### config.mk
export PLATFORM = sky130hd
export DESIGN_NAME = gf_serial_mul
export DESIGN_NICKNAME = d
export VERILOG_FILES = /design/src/rtl/gf_serial_mul.sv
export SDC_FILE = /design/constraint.sdc
export NUM_CORES = 1
export LEC_CHECK = 0
export ABC_AREA = 1
export CAP_MARGIN = 10
export CORE_MARGIN = 1
export CORE_UTILIZATION = 50
export DETAILED_ROUTE_END_ITERATION = 7
export GPL_TIMING_DRIVEN = 0
export PLACE_DENSITY = 0.84
export REMOVE_ABC_BUFFERS = 1
export SETUP_SLACK_MARGIN = 0.02
export SLEW_MARGIN = 20
export SYNTH_ARGS = -nofsm -noshare
export SYNTH_HDL_FRONTEND = slang
export SYNTH_SLANG_ARGS = --single-unit
### constraint.sdc
create_clock -name clk -period 2 [get_ports clk]
set_input_delay 0.4 -clock clk [delete_from_list [all_inputs] [get_ports clk]]
set_output_delay 0.4 -clock clk [all_outputs]
set_load 0.005 [all_outputs]
### src/rtl/gf_serial_mul.sv
// Bit-serial GF(2^WIDTH) multiplier: one xtime step plus conditional XOR per cycle, MSB of inB first.
// Optional GF_MUL_ZERO_FAST_EN: a zero operand finishes after a single step instead of WIDTH steps.
module gf_serial_mul #(
  parameter int               WIDTH = 8,
  parameter logic [WIDTH-1:0] POLY  = WIDTH'(8'h1B)
) (
  input  logic             clk,
  input  logic             rst_n,
  input  logic             inValid,
  output logic             inReady,
  input  logic [WIDTH-1:0] inA,
  input  logic [WIDTH-1:0] inB,
  output logic             outValid,
  input  logic             outReady,
  output logic [WIDTH-1:0] outResult
);

  localparam int CW = (WIDTH > 1) ? $clog2(WIDTH) : 1;

  typedef enum logic [1:0] {IDLE, BUSY, DONE} state_t;

  state_t           r_state;
  state_t           w_nextState;
  logic [WIDTH-1:0] r_a;
  logic [WIDTH-1:0] r_b;
  logic [WIDTH-1:0] r_acc;
  logic [WIDTH-1:0] r_result;
  logic [CW-1:0]    r_count;
  logic [WIDTH-1:0] w_xt;
  logic [WIDTH-1:0] w_accNext;

`ifdef GF_MUL_ZERO_FAST_EN
  logic w_zeroOp;
  assign w_zeroOp = (inA == '0) || (inB == '0);
`endif

  assign w_xt      = {r_acc[WIDTH-2:0], 1'b0} ^ (r_acc[WIDTH-1] ? POLY : '0);
  assign w_accNext = w_xt ^ (r_b[r_count] ? r_a : '0);

  assign inReady   = (r_state == IDLE);
  assign outValid  = (r_state == DONE);
  assign outResult = r_result;

  always_ff @(posedge clk or negedge rst_n) begin
    if (!rst_n) r_state <= IDLE;
    else        r_state <= w_nextState;
  end

  always_comb begin
    w_nextState = r_state;
    case (r_state)
      IDLE:    if (inValid) w_nextState = BUSY;
      BUSY:    if (r_count == '0) w_nextState = DONE;
      DONE:    if (outReady) w_nextState = IDLE;
      default: w_nextState = IDLE;
    endcase
  end

  // With a zero operand the accumulator can only ever hold zero, so the
  // fast path just runs one final step from count 0 to reach DONE.
  always_ff @(posedge clk or negedge rst_n) begin
    if (!rst_n) begin
      r_a      <= '0;
      r_b      <= '0;
      r_acc    <= '0;
      r_result <= '0;
      r_count  <= '0;
    end else begin
      case (r_state)
        IDLE: begin
          if (inValid) begin
            r_a     <= inA;
            r_b     <= inB;
            r_acc   <= '0;
            r_count <= CW'(WIDTH - 1);
`ifdef GF_MUL_ZERO_FAST_EN
            if (w_zeroOp) r_count <= '0;
`endif
          end
        end
        BUSY: begin
          r_acc <= w_accNext;
          if (r_count == '0) r_result <= w_accNext;
          else               r_count  <= r_count - CW'(1);
        end
        default: ;
      endcase
    end
  end

endmodule
==> results of run 1 <==
## cells by family (layout without fill, tap and decap cells)
group / after synthesis / in the layout
buffers and inverters: 29 / 62
AND/OR/NAND/NOR: 135 / 135
flip-flops: 37 / 37
XOR/XNOR: 3 / 3
AO/OA/AOI/OAI: 12 / 12
adder cells (fa/ha/maj): 2 / 2
## routing by layer
metal,vias up,share of wire (%)
li1,751,-
met5,-,0
met4,0,2.5
met2,45,45
met1,678,47
met3,8,5.2
## Yosys cell counts, drive strengths merged
| library cell | number | share of area (%) |
|---|---|---|
| nor2 | 5 | 1.0 |
| xor2 | 3 | 1.4 |
| o31ai | 1 | 0.40 |
| clkbuf | 1 | 0.20 |
| dfrtp | 37 | 50 |
| buf | 4 | 2.7 |
| nand2 | 99 | 20 |
| nand4 | 8 | 5.4 |
| nand3 | 23 | 9.7 |
| o21ai | 8 | 2.1 |
| a21oi | 2 | 0.54 |
| clkinv | 4 | 0.87 |
| inv | 20 | 4.2 |
| ha | 2 | 1.3 |
| a22oi | 1 | 0.40 |
## how the worst max path moves through the flow
stage,start,endpoint,slack [ns],cells past startpoint
floorplan,r_count[0]$_DFFE_PN0P_,r_count[0]$_DFFE_PN0P_,0.65,7
global placement,rst_n,outResult[0]$_DFFE_PN0P_,-0.26,1
detailed placement,inValid,r_acc[5]$_DFFE_PN0P_,0.03,6
CTS,r_state[0]$_DFFE_PN0P_,inReady,0.21,2
global route,r_state[0]$_DFFE_PN0P_,inReady,0.12,2
finish,r_state[0]$_DFFE_PN0P_,inReady,0.22,2
## area by class of cell
class                           count  area share (%)
Sequential cell                    37            40.9
Multi-Input combinational cell    152            35.0
Timing Repair Buffer               30            13.8
Inverter                           24            4.15
Clock buffer                        8            3.54
Tap cell                           46            2.54
## state kept, by name, summed over array words and instances (netlist names)
signal,cells
r_b,8
outResult,8
r_state,2
r_count,3
r_a,8
r_acc,8
## power groups by stage
stage	clock [mW]	sequential (mW)	combinational, mW
after CTS	0.512	1.37	1.75
after detailed placement	0	1.38	1.74
final	0.496	1.37	1.75
after floorplan	0	1.33	1.25
after global routing	0.547	1.42	1.99
after global placement	0	1.35	1.68
## per-stage QoR
stage / cell area [µm²] / utilization (%) / std cells / TNS, ns / hold WS [ns]
floorplan: 1810 / - / 213 / 0 / 0.104
global placement: 2160 / 62.7 / 288 / -9.76 / 0.465
detailed placement: 2180 / 63.4 / 289 / 0 / 0.382
CTS: 2260 / 65.7 / 297 / 0 / 0.0653
global route: 2260 / 65.7 / 297 / 0 / 0.0889
finish: 2260 / 65.7 / 297 / 0 / 0.0595
## cells in the final DEF (no fill, tap or decap)
master / n
clkinv_1: 3
clkinv_2: 1
buf_16: 1
clkdlybuf4s50_1: 28
nand4_2: 8
inv_1: 15
ha_1: 2
nand2_2: 2
o21ai_0: 8
buf_2: 1
inv_2: 4
a22oi_1: 1
nand2_1: 97
nand3_1: 13
clkbuf_8: 5
nand3_4: 2
nor2_1: 5
a21oi_1: 2
xor2_1: 3
inv_4: 1
clkbuf_1: 3
dfrtp_1: 37
o31ai_1: 1
nand3_2: 8
==> summary.md, run 1 <==
| Metric | Value |
|---|---|
| Largest net degree at the start of global routing | `27` |
| Compound-cell area share of the yosys netlist | `3.49%` |
| Detailed-route via count | `roughly 1500` |
| Finish-stage setup viols | `0` |
| Period minus WS final | `1.78 ns` |
| Tightest Pin Transition | `0.501 ns` |
| FF-to-FF path depth | `6` |
| DIE AREA | `3980 µm²` |
| Clk_lat worst skew | `a little under 0.3 ns` |
| Achievable Freq | `0.561 GHz` |
| CTS clk-pin slew, worst paths | `0.07 ns` |
| Avg WL per Cell | `12.0 µm` |
| Crit. End Element | `output pin` |
| Main combinational cell family by area after synthesis | `simple AND/OR/NAND/NOR gates` |
| RR Startpoint | `r_state[0]$_DFFE_PN0P_` |
| Vias/cell | `between 4 and 5` |
| Fraction of the cycle the final worst path needs | `89.1%` |
| GR Layer Usage met1 | `28.2%` |
| Switching Share | `a little over two fifths` |
| Sequential fraction of the synthesis area | `49.6%` |
| Filler Cells Inserted | `279` |
| CP required | `1.60 ns` |
| H-Tree Depth | `2` |
| Cts bufs inserted | `5` |
| GRT busiest layer | `met2` |
| Clock power frac | `13.7%` |
| CP arrival | `between 1 and 1.5 ns` |
| Yosys Warn Count | `0` |
| Layout net count | `272` |
| Xor and xnor fraction of the mapped netlist area | `1.41%` |
| Cell Rows | `21` |
| Seq pwr share | `38.0%` |
| Logic pwr share | `48.3%` |
| Wire length of the first global-routing pass | `6.35 mm` |
| Core box area | `3440 µm²` |
| Post-Place Worst Slack | `0.0340 ns` |
| Global routing met2 resource utilization | `a little under a third` |
| CTS tree | `done` |
| Longest Clk Path Bufs | `2` |
| Hold Vio Cnt, Final | `0` |
| Clock skew | `around 0.0064 ns` |
| DRC viols | `0` |
| Cell family with most CP delay | `buffers and inverters` |
| Slowest-stage cell, CP | `clkdlybuf4s50_1` |
| Routed Antenna Nets | `0` |
| Die width | `63.1 µm` |
| Critical path, cell by cell | `nor2_1, clkdlybuf4s50_1` |
| Clock root buffer | `clkbuf_8` |
| Multi-input gate area | `792 µm²` |
| Met3 Resource Use GR | `7.07%` |
| Post-Syn Instances | `218` |
| Synth Area in Simple Gates | `36.2%` |
| Crit path largest cell delay | `0.53 ns` |
| Max-Cap Viols | `0` |
| Crit path max fanout | `4` |
| Initial DRC count | `73` |
| Clock sink count | `37` |
| Worst slew margin | `66.5%` |
| Boundary Pins | `30` |
| Reg2Reg Capture Point | `r_acc[5]$_DFFE_PN0P_` |
| GRT Util Overall | `21.5%` |
| Net switching power | `about 1.6 mW` |
| Initial Utilization | `54.2%` |
| Postcts setup bufs | `0` |
| R2r setup slk | `roughly 0.37 ns` |
| Syn_area_per_cell | `8.56 µm²` |
| Post-CTS Resized | `0` |
| Leak | `1.17 nW` |
| Slew Limit Fails | `0` |
| Hold Path Class | `in2async` |
| Worst Setup Start Kind | `register` |
| Drt total wl | `3.58 mm` |
| N_diodes | `0` |
| Unrepaired setup endpoints after global routing | `false` |
| Post-synth cell types | `22` |
| Seq. cell area | `926 µm²` |
| Status | `finished clean` |
| Die Span Y | `roughly 63 µm` |
| Worst VDD drop | `609 µV` |
| Synthesized area | `~1900 µm²` |
| Count of input and output buffers | `29` |
| Layout cell share with drive strength beyond 1 | `a little over an eighth` |
| Crit path buf inv count | `1` |
| GRT Residual Overflow | `0` |
| Total power | `3.61 mW` |
| Vias in the first global route | `1353` |
| Area delta synth->final | `21.3%` |
| CTS hold repair buffers | `0` |
| DP HPWL | `2.52 mm` |
| Mux cell area share after synthesis | `0%` |
| Number of synthesized register bits | `37` |
| Antenna violations before repair | `0` |
| Detailed Routing Iterations Pass 1 | `4` |
| Pwr per Cell Area | `1600 nW/µm²` |
| Critical path type | `reg2out` |
| Post-Synth Adder-Cell Area | `1.34%` |
| Setup WS post-layout | `around 0.22 ns` |
| P_int | `2.03 mW` |
| RePlAce Congestion | `approximately 0.75` |
(Power assumes the default switching activity.)
==> run 2, diff against run 1 <==
Settings changed: HOLD_SLACK_MARGIN from default to 0.15.
==> run 2 against run 1 <==
  * Combinational power about the same
  * Critical endpoint unchanged
  * Clock skew about the same
  * First-iteration DRC count decreased by 6.8%
  * Die area unchanged
==> summary.md, run 2 (same netlist as run 1, synthesis figures left out) <==
| Metric | Value |
|---|---|
| Status | `finished clean` |
| CP arrival | `1.38 ns (about the same)` |
| Worst VDD drop | `609 µV (about the same)` |
| Vias in the first global route | `1355 (+0.15%)` |
| Post-CTS Resized | `0 (unchanged)` |
| Core box area | `3440 µm² (unchanged)` |
| Slew Limit Fails | `0 (unchanged)` |
| FF-to-FF path depth | `6 (unchanged)` |
| Period minus WS final | `1.78 ns (unchanged)` |
| Critical path type | `reg2out` |
| Fraction of the cycle the final worst path needs | `89.1% (unchanged)` |
| Post-route insts no fill | `298 (+0.34%)` |
| GRT Residual Overflow | `0 (unchanged)` |
| Initial DRC count | `68 (-6.8%)` |
| Vias/cell | `4.98 (-0.20%)` |
| Longest Clk Path Bufs | `2 (unchanged)` |
| RePlAce Congestion | `0.752 (unchanged)` |
| Hold_ws | `0.481 ns (+0.421 ns)` |
| Wire length of the first global-routing pass | `6.35 mm (unchanged)` |
| DP HPWL | `2.52 mm (unchanged)` |
| Worst hold path cell count | `2` |
| Worst Setup Start Kind | `register` |
| Die width | `63.1 µm (unchanged)` |
| Placed cell count | `289 (unchanged)` |
| Clock skew | `0.00635 ns (-0.00000283 ns)` |
| H-Tree Depth | `2 (unchanged)` |
| CTS clk-pin slew, worst paths | `0.07 ns (about the same)` |
| Cts bufs inserted | `5 (unchanged)` |
| Hold Vio Cnt, Final | `0 (unchanged)` |
| Detailed-route via count | `1484 (+0.13%)` |
| Antenna violations before repair | `0 (unchanged)` |
| Pwr per Cell Area | `1590 nW/µm² (-0.40%)` |
| Clk_lat worst skew | `0.29 ns (about the same)` |
| Most frequent cells in the layout | `nand2_1, dfrtp_1, clkdlybuf4s50_1, inv_1, nand3_1` |
| Leak | `1.18 nW (+0.36%)` |
| Die Span Y | `63.1 µm (unchanged)` |
| Crit. End Element | `output pin` |
| Avg WL per Cell | `12.0 µm (-0.22%)` |
| Area delta synth->final | `21.8%` |
| Most common cell after layout, fill and taps aside | `nand2_1` |
| Unrepaired setup endpoints after global routing | `false` |
| CP required | `1.60 ns (about the same)` |
| Max-Cap Viols | `0 (unchanged)` |
| Clock root buffer | `clkbuf_8` |
| Boundary Pins | `30 (unchanged)` |
| Layout cell share with drive strength beyond 1 | `13.1% (-0.052 points)` |
| Layout net count | `273 (+0.37%)` |
| Finish-stage setup viols | `0 (unchanged)` |
| Achievable Freq | `0.561 GHz (unchanged)` |
| Tightest Pin Transition | `0.501 ns (-0.00000244 ns)` |
| Hold Path Class | `reg2reg` |
| Clock sink count | `37 (unchanged)` |
| Crit path max fanout | `4 (unchanged)` |
| Count of input and output buffers | `29 (unchanged)` |
| Worst slew margin | `66.5% (about the same)` |
| Largest net degree at the start of global routing | `27 (unchanged)` |
| Sum Neg Setup Slack | `0 ns (unchanged)` |
| DIE AREA | `3980 µm² (unchanged)` |
| Initial Utilization | `54.2% (unchanged)` |
| GRT Util Overall | `21.5% (unchanged)` |
| Drt total wl | `3.58 mm (+0.11%)` |
| DRC viols | `0 (unchanged)` |
| Routed Antenna Nets | `0 (unchanged)` |
| N_diodes | `0 (unchanged)` |
| CTS tree | `done` |
| Cell Rows | `21 (unchanged)` |
| Detailed Routing Iterations Pass 1 | `4 (unchanged)` |
==> run 2: per-layer routing <==
layer | up-vias | track usage, % | routed length [µm]
met5 | - | 0 | 0
met4 | 0 | 11.3 | 91
met3 | 8 | 7.07 | 180
met2 | 45 | 31.3 | 1610
met1 | 678 | 28.2 | 1700
li1 | 753 | - | -
==> run 2: metrics by stage <==
stage          setup WS [ns]  total power [mW]  instance area, µm²  utilization, %
6_report               0.217              3.62                2270            66.0
5_1_grt                0.125              3.96                2270            66.0
4_1_cts                0.210              3.63                2270            66.0
3_5_place_dp          0.0340              3.12                2180            63.4
3_3_place_gp          -0.265              3.04                2160            62.7
2_1_floorplan          0.646              2.58                1810               -
==> run 2: critical path, cell delays in order (launching register included) <==
cell	delay, ns
dfrtp_1	0.41
nor2_1	0.16
clkdlybuf4s50_1	0.53
==> run 2: cell type report <==
type,count,area [µm²]
Fill cell,278,1170
Inverter,24,93.8
Multi-Input combinational cell,152,792
Sequential cell,37,926
Timing Repair Buffer,31,323
Tap cell,46,57.6
Clock buffer,8,80.1
==> run 2: what timing repair did <==
| action | in CTS | in global routing |
|---|---|---|
| setup buffers | 0 | 0 |
| hold buffers | 1 | 0 |
| endpoints found under the hold margin | 18 | 0 |
==> run 2: where the power goes <==
part / switching, mW / internal, mW / total, mW / leakage [nW]
Combinational: 1.07 / 0.678 / 1.75 / 0.678
Clock: 0.248 / 0.247 / 0.496 / 0.0395
Sequential: 0.269 / 1.10 / 1.37 / 0.458
==> run 2: worst paths after layout <==
check / from / end / slack (ns)
min in group asynchronous: rst_n / r_acc[6]$_DFFE_PN0P_ / 0.59
worst max-delay path: r_state[0]$_DFFE_PN0P_ / inReady / 0.22
worst min-delay path: outResult[2]$_DFFE_PN0P_ / outResult[2]$_DFFE_PN0P_ / 0.48
worst min register to register: outResult[2]$_DFFE_PN0P_ / outResult[2]$_DFFE_PN0P_ / 0.48
max in group asynchronous: rst_n / r_b[7]$_DFFE_PN0P_ / 0.96
worst max register to register: r_state[0]$_DFFE_PN0P_ / r_acc[5]$_DFFE_PN0P_ / 0.37
